[src/rtl/emac_tx_ctrl.sv]
// emac_tx_ctrl: pops frame descriptors and bytes from the TX pointer/data FIFOs
// and drives a GMII byte stream (preamble, SFD, frame, inter-frame gap).
// Flagged or out-of-range frames are drained from the data FIFO and dropped.
// Optional statistics counters are built when TX_STAT_EN is defined.
module emac_tx_ctrl #(
    parameter int unsigned PREAMBLE_LEN = 7,
    parameter int unsigned IFG_CYCLES   = 12,
    parameter int unsigned MIN_LEN      = 64,
    parameter int unsigned MAX_LEN      = 1518
) (
    input  logic        clk,
    input  logic        rst,
    input  logic [15:0] tx_ptr_fifo_dout,
    input  logic        tx_ptr_fifo_empty,
    output logic        tx_ptr_fifo_rd,
    input  logic [7:0]  tx_data_fifo_dout,
    output logic        tx_data_fifo_rd,
    output logic        gmii_tx_en,
    output logic [7:0]  gmii_txd,
`ifdef TX_STAT_EN
    input  logic        stat_clr,
    output logic [31:0] stat_tx_frames,
    output logic [31:0] stat_tx_bytes,
    output logic [15:0] stat_drop_frames,
`endif
    output logic        busy,
    output logic        drop_pulse
);

    localparam int unsigned LEN_W = 11;
    localparam int unsigned CNT_W = 11;

    typedef enum logic [2:0] {
        IDLE,
        PTR_WAIT,
        PTR_LAT,
        PREAMBLE,
        SFD,
        DATA,
        IFG,
        DRAIN
    } state_t;

    state_t           state;
    logic [LEN_W-1:0] len;
    logic [CNT_W-1:0] cnt;

    logic [LEN_W-1:0] desc_len;
    logic             desc_bad;
    logic             frame_done;
    logic             drain_done;
    logic             unused_rsvd;

    // Descriptor decode and end-of-frame conditions
    assign desc_len    = tx_ptr_fifo_dout[10:0];
    assign desc_bad    = tx_ptr_fifo_dout[15] | tx_ptr_fifo_dout[14] |
                         (desc_len < LEN_W'(MIN_LEN)) | (desc_len > LEN_W'(MAX_LEN));
    assign frame_done  = (state == DATA)  && (cnt == len - CNT_W'(1));
    assign drain_done  = (state == DRAIN) && (cnt == len - CNT_W'(1));
    assign unused_rsvd = &{1'b0, tx_ptr_fifo_dout[13:11]};

    // Transmit FSM; strobes are registered so they are high while in their state,
    // GMII outputs are registered from the state they belong to
    always_ff @(posedge clk) begin
        if (rst) begin
            state           <= IDLE;
            len             <= '0;
            cnt             <= '0;
            tx_ptr_fifo_rd  <= 1'b0;
            tx_data_fifo_rd <= 1'b0;
            gmii_tx_en      <= 1'b0;
            gmii_txd        <= 8'h00;
            busy            <= 1'b0;
            drop_pulse      <= 1'b0;
        end else begin
            tx_ptr_fifo_rd  <= 1'b0;
            tx_data_fifo_rd <= 1'b0;
            gmii_tx_en      <= 1'b0;
            gmii_txd        <= 8'h00;
            drop_pulse      <= 1'b0;
            case (state)
                IDLE: begin
                    if (!tx_ptr_fifo_empty) begin
                        tx_ptr_fifo_rd <= 1'b1;
                        busy           <= 1'b1;
                        state          <= PTR_WAIT;
                    end
                end
                PTR_WAIT: begin
                    state <= PTR_LAT;
                end
                PTR_LAT: begin
                    len <= desc_len;
                    cnt <= '0;
                    if (!desc_bad) begin
                        state <= PREAMBLE;
                    end else if (desc_len == '0) begin
                        drop_pulse <= 1'b1;
                        busy       <= 1'b0;
                        state      <= IDLE;
                    end else begin
                        tx_data_fifo_rd <= 1'b1;
                        state           <= DRAIN;
                    end
                end
                PREAMBLE: begin
                    gmii_tx_en <= 1'b1;
                    gmii_txd   <= 8'h55;
                    if (cnt == CNT_W'(PREAMBLE_LEN - 1)) begin
                        cnt             <= '0;
                        tx_data_fifo_rd <= 1'b1;
                        state           <= SFD;
                    end else begin
                        cnt <= cnt + CNT_W'(1);
                    end
                end
                SFD: begin
                    gmii_tx_en      <= 1'b1;
                    gmii_txd        <= 8'hD5;
                    tx_data_fifo_rd <= 1'b1;
                    state           <= DATA;
                end
                DATA: begin
                    gmii_tx_en <= 1'b1;
                    gmii_txd   <= tx_data_fifo_dout;
                    if (frame_done) begin
                        cnt   <= '0;
                        state <= IFG;
                    end else begin
                        cnt             <= cnt + CNT_W'(1);
                        tx_data_fifo_rd <= (cnt + CNT_W'(2) < len);
                    end
                end
                IFG: begin
                    if (cnt == CNT_W'(IFG_CYCLES - 1)) begin
                        cnt   <= '0;
                        busy  <= 1'b0;
                        state <= IDLE;
                    end else begin
                        cnt <= cnt + CNT_W'(1);
                    end
                end
                DRAIN: begin
                    if (drain_done) begin
                        cnt        <= '0;
                        drop_pulse <= 1'b1;
                        busy       <= 1'b0;
                        state      <= IDLE;
                    end else begin
                        cnt             <= cnt + CNT_W'(1);
                        tx_data_fifo_rd <= 1'b1;
                    end
                end
                default: begin
                    busy  <= 1'b0;
                    state <= IDLE;
                end
            endcase
        end
    end

`ifdef TX_STAT_EN
    logic        drop_evt;
    logic [32:0] bytes_sum;

    assign drop_evt  = drain_done ||
                       ((state == PTR_LAT) && desc_bad && (desc_len == '0));
    assign bytes_sum = 33'(stat_tx_bytes) + 33'(len);

    // Saturating statistics counters; a clear overrides a same-cycle increment
    always_ff @(posedge clk) begin
        if (rst || stat_clr) begin
            stat_tx_frames   <= '0;
            stat_tx_bytes    <= '0;
            stat_drop_frames <= '0;
        end else begin
            if (frame_done && (stat_tx_frames != '1)) begin
                stat_tx_frames <= stat_tx_frames + 32'd1;
            end
            if (frame_done) begin
                stat_tx_bytes <= bytes_sum[32] ? '1 : bytes_sum[31:0];
            end
            if (drop_evt && (stat_drop_frames != '1)) begin
                stat_drop_frames <= stat_drop_frames + 16'd1;
            end
        end
    end
`endif

endmodule

[config.mk]
export PLATFORM = sky130hd
export DESIGN_NAME = emac_tx_ctrl
export DESIGN_NICKNAME = d
export VERILOG_FILES = /design/src/rtl/emac_tx_ctrl.sv
export SDC_FILE = /design/constraint.sdc
export NUM_CORES = 1
export LEC_CHECK = 0
export ABC_AREA = 1
export CORE_MARGIN = 3
export CORE_UTILIZATION = 30
export CTS_CLUSTER_SIZE = 12
export DETAILED_ROUTE_END_ITERATION = 16
export HOLD_SLACK_MARGIN = 0.15
export PLACE_DENSITY = 0.54
export RECOVER_POWER = 50
export SETUP_SLACK_MARGIN = 0.02
export SYNTH_ARGS = -nofsm -noshare
export SYNTH_HDL_FRONTEND = slang
export SYNTH_SLANG_ARGS = --single-unit
[constraint.sdc]
create_clock -name clk -period 6.32 [get_ports clk]
set_input_delay 1.896 -clock clk [delete_from_list [all_inputs] [get_ports clk]]
set_output_delay 1.896 -clock clk [all_outputs]
set_load 0.01 [all_outputs]
**Word-level counts from Yosys, hierarchy flattened**

Cells that the tools add are included.

- Bits in registers: 38
- Input port bits: 27
- Logic and storage cells: 78
- Output and inout port bits: 13

- Bitwise operators: 4
- Equality and inequality tests: 17
- Reductions and logical operators: 10
- Order comparisons: 3
- Add/subtract/negate cells: 3
- Multiplexer cells: 32

Operator list:

| operator | number |
|---|---|
| one-hot mux 11 bit (5 select lines) | 1 |
| two-way mux 11 bit | 4 |
| one-hot mux 3 bit (8 select lines) | 1 |
| one-hot mux 8 bit (3 select lines) | 1 |
| two-way mux 3 bit | 7 |
| two-way mux 1 bit | 15 |
| inequality test 2 bit (second input constant) | 7 |
| equality test 3 bit (second input constant) | 4 |
| adder 11 x 1 -> 11 bit (second input constant) | 1 |
| adder 11 x 2 -> 11 bit (second input constant) | 1 |
| equality test 11 bit | 1 |
| equality test 11 x 3 -> 1 bit (second input constant) | 1 |
| equality test 11 x 4 -> 1 bit (second input constant) | 1 |
| greater-than comparator 11 bit (second input constant) | 1 |
| zero test 11 bit | 1 |
| < comparator 11 bit | 1 |
| < comparator 11 x 7 -> 1 bit (second input constant) | 1 |
| subtractor 11 x 1 -> 11 bit (second input constant) | 1 |
| equality test 3 x 2 -> 1 bit (second input constant) | 2 |
| AND reduction 6 bit | 1 |
| one-hot mux 1 bit (5 select lines) | 1 |
| AND reduction 5 bit | 1 |
| nonzero test 5 bit | 1 |
| one-hot mux 1 bit (4 select lines) | 1 |
| other kinds (9) | 12 |

**Longest topological paths before layout**

- Depth after elaboration: 5
- Gate-level depth with buffers: 18
- Mapped depth without buffers: 18

**Worst setup path before layout**

OpenSTA, ideal clock, no wires.

- Kind: input -> register
- From: input tx_ptr_fifo_dout[3]
- To: register busy
- Arrival: 2.891 ns
- Setup slack: 3.316 ns
- Required time: 6.207 ns
- Buffers on the path: 0
- Library setup time: 0.113 ns
- Stages: 8
- Cell sequence: or2_2 -> nor3_1 -> nor2_1 -> inv_1 -> o2111a_1 -> nand2_1 -> nor2_1 -> nor2_1

- Longest elaborated chain between the ends: 5
- Elaborated cells on any way between the ends: 8
- Those cells by class: order compare (2); eq/ne (2); bitwise (2); reduce/logical (2)

RTL lines:

| element | line | RTL |
|---|---|---|
| start, declared | 13 | `input logic [15:0] tx_ptr_fifo_dout,` |
| < comparator 11 x 7 -> 1 bit | 57 | `(desc_len < LEN_W'(MIN_LEN)) \| (desc_len > LEN_W'(MAX_LEN));` |
| OR 1 bit | 56 | `assign desc_bad = tx_ptr_fifo_dout[15] \| tx_ptr_fifo_dout[14] \|` |
| OR 1 bit | 57 |  |
| inequality test 2 bit (no source line) | - |  |
| AND reduction 6 bit (no source line) (*) | - |  |
| end signal, assigned | 73 | `busy <= 1'b0;` |
| end signal, assigned | 85 | `busy <= 1'b1;` |
| end signal, assigned | 99 | `busy <= 1'b0;` |
| end, declared | 26 | `output logic busy,` |

Mark *: on every way between the ends. The rest lies on a longest branch, timed or not.
A chain may end at the register's enable or synchronous reset.

==> impl_metrics.json <==
{
  "drcViolationCount": 0,
  "post_cts_resized": 0,
  "critPathSlowestCell": "dlygate4sd3_1",
  "synth-seq-area-share": 0.2882,
  "final_common_cell": "nand2_1",
  "core.rowCount": 33,
  "path_max_fanout": 18,
  "cp.required_ns": 6.49,
  "path_cells": "dlygate4sd3_1 -> inv_1 -> o21ai_0 -> a21oi_1",
  "rsz0062_at_grt": "false",
  "p_per_area_nw_per_um2": 379.4,
  "clockBufferDepth": 2,
  "worst_pin_slew_ns": 0.7048,
  "die_x_um": 99.81,
  "drt_iter0_markers": 105,
  "relSlewSlack": 0.5284,
  "hold_start": "busy",
  "antenna_found_initial": 0,
  "grt_usage": 0.1468,
  "dpl_cell_area_um2": 3095,
  "pwr-share-seq": 0.276,
  "critPathKind": "input port to register",
  "final_cells": 534,
  "coreArea_um2": 8382,
  "hold_buffers": 0,
  "setup_violations": 0,
  "crit_family": "buffers and inverters",
  "whs_ns": 0.5189,
  "wl_mm": 6.877,
  "nNetsFinal": 471,
  "fin_crit_sh": 0.5516,
  "cts_buffers": 5,
  "power_frac_comb": 0.586,
  "cts.sinks": 38,
  "clkPwrFrac": 0.138,
  "cap_violations": 0,
  "clockRootBuffer": "clkbuf_8",
  "skew_ns": 0.007934,
  "grt_remaining_overflow": 0,
  "cp.arrival_ns": 3.66,
  "drive_above_1_share": 0.08858,
  "syn_inst": 393,
  "p_switching_uw": 578.7,
  "min_period_ns": 3.486,
  "setup_tns_ns": 0,
  "critPathMaxStageDelay_ns": 0.99,
  "syn_area_per_cell_um2": 6.718,
  "syn_area_um2": 2640,
  "grt_max_degree": 19,
  "final_antenna_net_count": 0,
  "startpoint": "rst",
  "io_buffer_count": 36,
  "fin_area_um2": 3176,
  "vias_per_cell": 4.762,
  "wl_per_cell_um": 12.88,
  "outcome": "complete, no violations",
  "synth_warnings": 0,
  "worstHoldPathType": "register to register",
  "routabilityCongestion": 0.8364,
  "cts_htree_levels": 2,
  "vias": 2543,
  "start_kind": "input port",
  "critPathCaptureType": "register",
  "clk_latency_ns": 0.30,
  "slew_viol_final": 0,
  "die-area_um2": 9962,
  "grt_pass1_wl_mm": 11.90,
  "tritoncts": "built",
  "synth_cell_types": 35,
  "die_h_um": 99.81,
  "dp.final_hpwl_mm": 5.565,
  "grt_pass1_vias": 2527,
  "internal_power_uw": 626.3,
  "fmax_mhz": 286.8,
  "n_antenna_cell": 0,
  "leakage_nw": 1.400,
  "synthToLayoutAreaGrowth_pct": 20.28,
  "final_cell_mix": "nand2_1, nor2_1, inv_1, dfxtp_1, a21oi_1",
  "critical_path_buf_inv_count": 2,
  "hold_viol": 0,
  "power_mw": 1.205,
  "ir_drop_uv": 137.8,
  "syn_nets": 435,
  "reg2reg_from": "cnt[3]",
  "start_util": 0.3150,
  "dp.cells": 527,
  "p_sw_frac": 0.4802,
  "num_io_pins": 40,
  "synth-seq-cells": 38,
  "path_clk_slew_ns": 0.08,
  "postCtsSetupBuffers": 0,
  "drt-pass1-iter-count": 4
}
worst paths after layout:
| check | depth (start not counted) | slack, ns | endpoint |
|---|---|---|---|
| min reg2reg | 4 | 0.52 | busy |
| max | 4 | 2.83 | len[10] |
| max reg2reg | 13 | 3.74 | tx_data_fifo_rd |
| min | 4 | 0.52 | busy |
registers in the layout, summed over array words and instances (netlist names):
| register | flops |
|---|---|
| busy | 1 |
| cnt | 11 |
| len | 11 |
| tx_ptr_fifo_rd | 1 |
| gmii_tx_en | 1 |
| tx_data_fifo_rd | 1 |
| gmii_txd | 8 |
| drop_pulse | 1 |
| state | 3 |
metrics by stage:
stage	worst slack, ns	utilization
finish	2.834	0.3789
global route	2.686	0.3789
CTS	2.916	0.3789
detailed placement	2.608	0.3693
global placement	2.611	0.3693
floorplan	3.316	-
final cells by class:
type | count | area [µm²]
flip-flops and latches | 38 | 760.7
multi-input cells | 290 | 1625
inverters | 58 | 217.7
clock buffers | 6 | 72.57
fillers | 938 | 5206
repair buffers | 36 | 360.3
well taps | 105 | 131.4
clock inverters | 1 | 7.507
worst min-delay path, delay by kind of cell (launching register included):
| family | cells | cell delay [ns] |
|---|---|---|
| DFF | 1 | 0.32 |
| and+or+nand+nor | 3 | 0.12 |
| buffers and inverters | 1 | 0.04 |
layer usage:
layer | wire, µm | vias to the layer above | track usage
li1 | - | 1338 | -
met1 | 3363 | 1163 | 0.1971
met2 | 3187 | 33 | 0.2442
met3 | 244 | 9 | 0.02502
met4 | 82 | 0 | 0.03676
met5 | 0 | - | 0
power by group through the flow:
stage	clock [mW]	sequential, mW	combinational [mW]
finish	0.166	0.333	0.706
global route	0.183	0.340	0.813
floorplan	0	0.336	0.534
CTS	0.173	0.333	0.715
global placement	0	0.338	0.705
detailed placement	0	0.338	0.710
cells in the mapped netlist:
master | number | area [µm²]
nor2_8 | 1 | 20.02
nand2_4 | 3 | 33.78
nor3_1 | 15 | 75.07
a21oi_1 | 32 | 160.2
and3_1 | 1 | 6.260
nand3_2 | 2 | 20.02
nor3_2 | 1 | 10.01
clkbuf_1 | 4 | 15.01
a31oi_1 | 2 | 12.51
o21ai_1 | 4 | 20.02
a21oi_2 | 1 | 8.760
buf_6 | 1 | 11.26
buf_2 | 2 | 10.01
nand3_1 | 14 | 70.07
nand2_1 | 76 | 285.3
inv_2 | 10 | 37.54
nand2_2 | 5 | 31.28
dfxtp_1 | 38 | 760.7
inv_1 | 47 | 176.4
nand4_1 | 7 | 43.79
xnor2_1 | 5 | 43.79
nor2_2 | 5 | 31.28
o2111a_1 | 1 | 11.26
ha_1 | 15 | 187.7
or2_2 | 1 | 6.260
o311ai_0 | 1 | 8.760
o211a_1 | 1 | 10.01
nand3b_1 | 2 | 15.01
a21o_1 | 1 | 7.510
nor4_1 | 2 | 12.51
o21ai_0 | 21 | 105.1
nor2_4 | 3 | 33.78
nor2_1 | 48 | 180.2
xor2_1 | 20 | 175.2
clkinv_1 | 1 | 3.750
cells by family after synthesis:
group,after synthesis,synth area share
DFF,38,0.2882
and+or+nand+nor,186,0.3313
buffers and inverters,65,0.09621
AOI/OAI and AO/OA,64,0.1303
adders and majority gates,15,0.07109
xor gates and xnor gates,25,0.08294
Note: power is estimated with default switching activity, not from simulation.
